==> src/rtl/sync_send_bridge_pkg.sv <==
// Shared types and constants for the clocked-to-C-element send bridge.
// Holds the FSM encoding, reset values and parameter legal ranges.
package sync_send_bridge_pkg;

  typedef enum logic [1:0] {
    IDLE     = 2'd0,
    SETUP    = 2'd1,
    WAIT_ACK = 2'd2
  } state_t;

  // Both handshake phases restart at 0 with the C-element's RESETN.
  localparam logic SEND_RST  = 1'b0;
  localparam logic DATA_FILL = 1'b0;

  localparam int SETUP_MIN   = 1;
  localparam int SETUP_MAX   = 15;
  localparam int SYNC_MIN    = 2;
  localparam int SYNC_MAX    = 4;
  localparam int TIMEOUT_MIN = 2;
  localparam int TIMEOUT_MAX = 65535;

endpackage

==> src/rtl/sync_send_bridge_ack_sync.sv <==
// ack_sync: STAGES-deep flop chain bringing an async level into the CP domain.
// Ports: clk, rst (async, active-high), d (async in), q (synchronized out).
module ack_sync #(
  parameter int STAGES = 2
) (
  input  logic clk,
  input  logic rst,
  input  logic d,
  output logic q
);

  logic [STAGES-1:0] ff;

  always_ff @(posedge clk or posedge rst) begin
    if (rst) ff <= '0;
    else     ff <= {ff[STAGES-2:0], d};
  end

  assign q = ff[STAGES-1];

endmodule

==> src/rtl/sync_send_bridge.sv <==
// Valid/ready stream to two-phase bundled-data request for a C-element stage.
// Ports: CP/RESET, IN_VALID/IN_READY/IN_DATA upstream, SENDOUT/DATAOUT/ACKIN
// to the C-element, XFER_COUNT, sticky TIMEOUT/PROTO_ERR, CLR_ERR.
module sync_send_bridge
  import sync_send_bridge_pkg::*;
#(
  parameter int WIDTH          = 8,
  parameter int SETUP_CYCLES   = 2,
  parameter int SYNC_STAGES    = 2,
  parameter int TIMEOUT_CYCLES = 1024,
  parameter int COUNT_W        = 16
) (
  input  logic               CP,
  input  logic               RESET,
  input  logic               IN_VALID,
  output logic               IN_READY,
  input  logic [WIDTH-1:0]   IN_DATA,
  output logic               SENDOUT,
  output logic [WIDTH-1:0]   DATAOUT,
  input  logic               ACKIN,
  output logic [COUNT_W-1:0] XFER_COUNT,
  output logic               TIMEOUT,
  output logic               PROTO_ERR,
  input  logic               CLR_ERR
);

  if (SETUP_CYCLES < SETUP_MIN || SETUP_CYCLES > SETUP_MAX) begin : g_bad_setup
    $error("SETUP_CYCLES out of range");
  end
  if (SYNC_STAGES < SYNC_MIN || SYNC_STAGES > SYNC_MAX) begin : g_bad_sync
    $error("SYNC_STAGES out of range");
  end
  if (TIMEOUT_CYCLES < TIMEOUT_MIN || TIMEOUT_CYCLES > TIMEOUT_MAX) begin : g_bad_tmo
    $error("TIMEOUT_CYCLES out of range");
  end

  localparam logic [3:0]  SETUP_LOAD = 4'(SETUP_CYCLES - 1);
  localparam logic [15:0] TO_LAST    = 16'(TIMEOUT_CYCLES - 1);

  state_t             state, state_nx;
  logic               send_ph, send_nx;
  logic [WIDTH-1:0]   data_q, data_nx;
  logic [3:0]         setup_cnt, setup_nx;
  logic [15:0]        to_cnt, to_nx;
  logic [COUNT_W-1:0] xfer_q, xfer_nx;
  logic               to_flag, to_flag_nx;
  logic               perr, perr_nx;
  logic               to_set, perr_set;
  logic               ack_s;

  ack_sync #(
    .STAGES (SYNC_STAGES)
  ) u_ack_sync (
    .clk (CP),
    .rst (RESET),
    .d   (ACKIN),
    .q   (ack_s)
  );

  always_ff @(posedge CP or posedge RESET) begin
    if (RESET) begin
      state     <= IDLE;
      send_ph   <= SEND_RST;
      data_q    <= {WIDTH{DATA_FILL}};
      setup_cnt <= '0;
      to_cnt    <= '0;
      xfer_q    <= '0;
      to_flag   <= 1'b0;
      perr      <= 1'b0;
    end else begin
      state     <= state_nx;
      send_ph   <= send_nx;
      data_q    <= data_nx;
      setup_cnt <= setup_nx;
      to_cnt    <= to_nx;
      xfer_q    <= xfer_nx;
      to_flag   <= to_flag_nx;
      perr      <= perr_nx;
    end
  end

  always_comb begin
    state_nx = state;
    send_nx  = send_ph;
    data_nx  = data_q;
    setup_nx = setup_cnt;
    to_nx    = to_cnt;
    xfer_nx  = xfer_q;
    to_set   = 1'b0;
    // Outside WAIT_ACK the phases must agree; any mismatch is a stray ack.
    perr_set = (state != WAIT_ACK) && (ack_s != send_ph);
    unique case (state)
      IDLE: begin
        if (IN_VALID) begin
          data_nx  = IN_DATA;
          setup_nx = SETUP_LOAD;
          state_nx = SETUP;
        end
      end
      SETUP: begin
        if (setup_cnt == '0) begin
          send_nx  = ~send_ph;
          to_nx    = '0;
          state_nx = WAIT_ACK;
        end else begin
          setup_nx = setup_cnt - 4'd1;
        end
      end
      WAIT_ACK: begin
        if (ack_s == send_ph) begin
          xfer_nx  = xfer_q + 1'b1;
          to_nx    = '0;
          state_nx = IDLE;
        end else if (to_cnt == TO_LAST) begin
          to_set = 1'b1;
        end else begin
          to_nx = to_cnt + 16'd1;
        end
      end
      default: state_nx = IDLE;
    endcase
    to_flag_nx = to_set   | (to_flag & ~CLR_ERR);
    perr_nx    = perr_set | (perr & ~CLR_ERR);
  end

  assign IN_READY   = (state == IDLE) & ~RESET;
  assign SENDOUT    = send_ph;
  assign DATAOUT    = data_q;
  assign XFER_COUNT = xfer_q;
  assign TIMEOUT    = to_flag;
  assign PROTO_ERR  = perr;

endmodule

==> config.mk <==
export PLATFORM = sky130hd
export DESIGN_NAME = sync_send_bridge
export DESIGN_NICKNAME = d
export VERILOG_FILES = /design/src/rtl/sync_send_bridge_pkg.sv /design/src/rtl/sync_send_bridge_ack_sync.sv /design/src/rtl/sync_send_bridge.sv
export SDC_FILE = /design/constraint.sdc
export NUM_CORES = 1
export LEC_CHECK = 0
export BUFFER_PORTS_ARGS = -buffer_cell sky130_fd_sc_hd__buf_4
export CORE_MARGIN = 1.5
export CORE_UTILIZATION = 30
export CTS_CLUSTER_DIAMETER = 30
export DETAILED_ROUTE_END_ITERATION = 16
export MAX_ROUTING_LAYER = met4
export PLACE_DENSITY = 0.51
export SETUP_SLACK_MARGIN = 0.1
export SLEW_MARGIN = 30
export SYNTH_ARGS = -nofsm -noshare
export SYNTH_HDL_FRONTEND = slang
export SYNTH_SLANG_ARGS = --single-unit
==> constraint.sdc <==
create_clock -name CP -period 2.17 [get_ports CP]
set_clock_uncertainty 0.05 [all_clocks]
set_input_delay 0.217 -clock CP [delete_from_list [all_inputs] [get_ports CP]]
set_output_delay 0.217 -clock CP [all_outputs]
set_load 0.005 [all_outputs]
# Word level (Yosys, flattened, before mapping)
# Cells that the tools add are included.
# Widths: inputs -> output; s select.
# op_classes
muxes,14
n_addsub,3
n_lt_le_gt_ge,0
div_mod_pow,0
eq_ne,11
bitwise_logic,8
n_mul,0
n_reduce_logical,11
shifts,0
# op_table
operator,count
$mux 16,3
$add 16x1->16 const B,2
$pmux 16 s2,1
$eq 16x10->1 const B,1
$ne 2x2->1 const B,5
$reduce_and 3->1,3
$mux 4,2
$pmux 4 s2,1
$mux 2,3
$pmux 2 s3,1
$reduce_and 2->1,3
$logic_not 4->1,1
$reduce_bool 2->1,2
$sub 4x1->4 const B,1
$and 1x1->1,3
$mux 1,3
$ne 3x3->1 const B,1
$not 1->1,3
$eq 2x1->1 const B,1
$eq 2x2->1 const B,1
$logic_not 2->1,1
$or 1x1->1,2
$eq 1x1->1,1
$logic_and 1x1->1,1
$ne 1x1->1,1
# word_totals
register_bits,51
rom_bits,0
latch_bits,0
word_cells,56
mem_count,0
out_inout_bits,28
inputBits,13
mem_bits_rw,0

# Longest topological paths before layout
# depth
ltp_word,5
mapped_depth,6
mapped_depth_nobuf,6

# Hierarchy
# Synthesis repeated with hierarchy kept, for this count alone.
# unflattened
hier_cells,222
hier_area_um2,2489.9
# modules_own_cells
mod,area_each_um2,seq_area_each_um2,cells_each,n_inst
sync_send_bridge,2436.1,1226.2,219,1
ack_sync,53.8,50.0,3,1

# Worst setup path before layout
# OpenSTA, ideal clock, no wires.
# synth_timing
kind,register -> register
startpoint,reg setup_cnt[0]
endpoint,reg to_cnt[11]
slack_ps,378
n_path_buf,0
arrival_ps,1618
setup_time_ps,124
required_ps,1996
synth_period_minus_slack_ps,1792
path_stages_with_launch,7
path_cell_list,dfrtp_1 > inv_1 > ha_1 > nor3b_1 > a21oi_1 > a41o_2 > a211o_1
# synth_between
elab_chain_cells,3
# synth_lines
element,line,text
start: declaration,sync_send_bridge.sv:43,"logic [3:0] setup_cnt, setup_nx;"
start signal: assignment,sync_send_bridge.sv:74,setup_cnt <= setup_nx;
$logic_not 4->1,sync_send_bridge.sv:101,if (setup_cnt == '0) begin
$ne 2x2->1 (no line),n/a,
$reduce_and 3->1 (no line),n/a,
end signal: assignment,sync_send_bridge.sv:75,to_cnt <= to_nx;
end: declaration,sync_send_bridge.sv:44,"logic [15:0] to_cnt, to_nx;"
# No other way between the ends.
# A chain may end at the register's enable or synchronous reset.

# Worst setup path in the final report
# layout_timing
startpoint,reg to_cnt[0]
endpoint,reg to_cnt[14]
# layout_between
elab_chain_cells,4
# layout_lines
element,line,text
$add 16x1->16,sync_send_bridge.sv:117,to_nx = to_cnt + 16'd1;
$mux 16,sync_send_bridge.sv:114,end else if (to_cnt == TO_LAST) begin
$mux 16,sync_send_bridge.sv:110,if (ack_s == send_ph) begin
$pmux 16 s2,sync_send_bridge.sv:92,unique case (state)
# Parallel ways exist; a longest one is shown, timed or not. The select of a mux whose other input is x is not followed.

==> impl_metrics.ini <==
[cts]
cts.clk_slew.worst_paths_ns = 0.09
cts_buffers = 5
h-tree-depth = 2
clock-root-buffer = clkbuf_8
cts_setup_buffers = 0
cts.sinks = 51
worstSkewPairLatency_ns = 0.32
clockBufferDepth = 2
tritoncts = done

[sta]
relSlewSlack_pct = 64.2
hold_ws_ns = 0.0392
worstMarginPinSlew_ns = 0.536
setup_violations = 0
drv_slew = 0
final_hold_viol_count = 0
period_needed_ns = 1.91
max_freq_mhz = 525
fin_setup_tns_ns = 0
rsz0062_at_grt = no
final.period_utilization_pct = 87.8

[layout]
final_common_cell = dfrtp_1
synthToLayoutAreaGrowth_pct = 22.1
drive_gt1_share_pct = 27.6
nNetsFinal = 284
fillCellCount = 828
n_antenna_cell = 0
mostFrequentLayoutCells = 51 x dfrtp_1, 43 x buf_4, 17 x nand2_1
final_area_um2 = 3020

[logic_synthesis]
synthMuxAreaShare_pct = 4.50
syn_area_um2 = 2480
yosys.area_share.simple_pct = 21.4
yosysTopAreaCellShare_pct = 51.5
synth-xor-area-share_pct = 7.38
yosysSeqAreaShare_pct = 51.5
ys.flop_type = dfrtp_1
yosysWarnings = 0
synth_top_family_by_area = simple AND/OR/NAND/NOR gates
synth-compound-area-share_pct = 10.6
synth-adder-area-share_pct = 2.02
synth.top_cells.by_area = dfrtp_1 52%, mux2_2 4.1%, xor2_1 3.9%, xnor2_1 2.8%, nand2_1 2.6%
synthArstFlopShare_pct = 100
synth.distinct_cells = 51
avgSynthCellArea_um2 = 11.3
ys_seq_elements = 51
syn_inst = 220
yosys.area.top_type = dfrtp_1
syn-num-nets = 237
synth_edf_count = 0

[route]
drt_iter0_drc = 41
routed_via_density = 4.99
drc = 0
ant_nets = 0
wl_per_cell_um = 14.6
firstDrtPassIters = 7
vias = 1846
routed_wl_mm = 5.41

[worst_setup_path]
cp_num_buf_inv = 0
cp_top_family = simple AND/OR/NAND/NOR gates
worst_path_max_delay_cell = dfrtp_1
cp-start-kind = flip-flop
cpPeakStageDelay_ns = 0.42
path_cells = ha_1 > nand3_1 > nor3_4 > a41oi_4 > a31oi_1
crit_required_ns = 2.35
worst-setup-path-type = flip-flop to flip-flop
worst_ep_arrival_time_ns = 2.08
crit_cells = 5
path_max_fanout = 9
cp-end-kind = flip-flop
r2r_cells = 5

[place]
placed_area_um2 = 2910
gp_congestion = 0.727
port_buffers = 40
dp.final_hpwl_mm = 3.78

[floorplanning]
die_h_um = 93.9
num_rows = 32
die_w_um = 93.9
core_area_um2 = 7850
start_util_pct = 31.6
ios = 41
die-area_um2 = 8810

[flow_run]
drv_cap = 0

[global_route]
overflow = 0
grt_max_degree = 31
grt_usage_pct = 14.0
antenna_found_initial = 0
grt_pass1_wl_mm = 9.34
grt_pass1_vias = 1872

[min_path]
hp-class = input port to flip-flop
whs_path_depth = 2

[power_and_ir_drop]
p_per_area_nw_per_um2 = 932
ir_drop_mv = 0.562
p_leak_uw = 0.00145

[run_status]
outcome = complete, no violations
==> sequential cells by signal, summed over array words and instances (netlist names) <==
name           flops
PROTO_ERR          1
u_ack_sync.ff      2
DATAOUT            8
setup_cnt          4
SENDOUT            1
TIMEOUT            1
state              2
XFER_COUNT        16
to_cnt            16
==> area by class of cell <==
cell class | instances | area [um2] | share of cell area, %
Tap cell | 102 | 128 | 4.22
Timing Repair Buffer | 46 | 363 | 12.0
Clock inverter | 2 | 16.3 | 0.538
Inverter | 7 | 26.3 | 0.869
Multi-Input combinational cell | 156 | 1140 | 37.7
Clock buffer | 6 | 72.6 | 2.40
Sequential cell | 51 | 1280 | 42.2
==> synthesized netlist by cell type (7+ instances only) <==
cell type  instances
dfrtp_1           51
nand2_1           17
nor2_1            12
nand3_1           11
xor2_1            11
and3_1             9
mux2_2             9
nand4_1            9
nor3_1             9
xnor2_1            8
a31oi_1            7
inv_1              7
==> metrics by stage <==
stage          total power (uW)  cells  utilization, %  setup slack, ns
5_1_grt                    3020    370            38.5            0.114
3_3_place_gp               2250    360            37.1            0.262
2_1_floorplan              1880    220               -            0.378
3_5_place_dp               2270    360            37.1            0.174
4_1_cts                    2860    370            38.5            0.129
6_report                   2820    370            38.5            0.264
==> cell families (layout without fill, tap and decap cells) <==
| kind of cell | after synthesis | in the layout |
|---|---|---|
| AO/OA/AOI/OAI | 33 | 33 |
| XOR/XNOR | 20 | 20 |
| adder cells (fa/ha/maj) | 4 | 4 |
| buffers and inverters | 13 | 61 |
| flip-flops | 51 | 51 |
| multiplexers | 10 | 10 |
| AND/OR/NAND/NOR | 89 | 89 |
==> routing by layer <==
| layer | global-route usage [%] | wire length (um) | vias up |
|---|---|---|---|
| met1 | 20.0 | 2760 | 896 |
| li1 | - | - | 899 |
| met3 | 2.91 | 220 | 9 |
| met4 | 5.60 | 96 | 0 |
| met2 | 19.2 | 2330 | 42 |
| met5 | - | 0 | - |
==> where the power goes <==
group / total [uW] / internal, uW / switching, uW / leakage [uW]
clock network: 578 / 233 / 345 / 0.0000418
logic: 938 / 494 / 444 / 0.000736
registers: 1300 / 1140 / 165 / 0.000672
total: 2820 / 1860 / 954 / 0.00145
==> worst paths after layout <==
kind | from | to | slack, ns
setup / recovery | to_cnt[0]$_DFFE_PP0P_ | to_cnt[14]$_DFFE_PP0P_ | 0.26
hold / removal | CLR_ERR | PROTO_ERR$_DFF_PP0_ | 0.04
setup reg to reg | to_cnt[0]$_DFFE_PP0P_ | to_cnt[14]$_DFFE_PP0P_ | 0.26
hold reg to reg | u_ack_sync.ff[0]$_DFF_PP0_ | u_ack_sync.ff[1]$_DFF_PP0_ | 0.33
max in group asynchronous | RESET | XFER_COUNT[12]$_DFFE_PP0P_ | 1.07
min in group asynchronous | RESET | XFER_COUNT[14]$_DFFE_PP0P_ | 0.46
==> repair_timing <==
action                     CTS  global route
setup endpoints to repair    0            15
hold buffers                 2             0
resized for setup            0             1
hold endpoints to repair    22             0
==> worst register-to-register path, cell delays in order, from the launching register on <==
cell and delay, ns:
dfrtp_1 0.42, ha_1 0.23, nand3_1 0.25, nor3_4 0.35, a41oi_4 0.28, a31oi_1 0.25
Note: power is estimated with default switching activity, not from simulation.
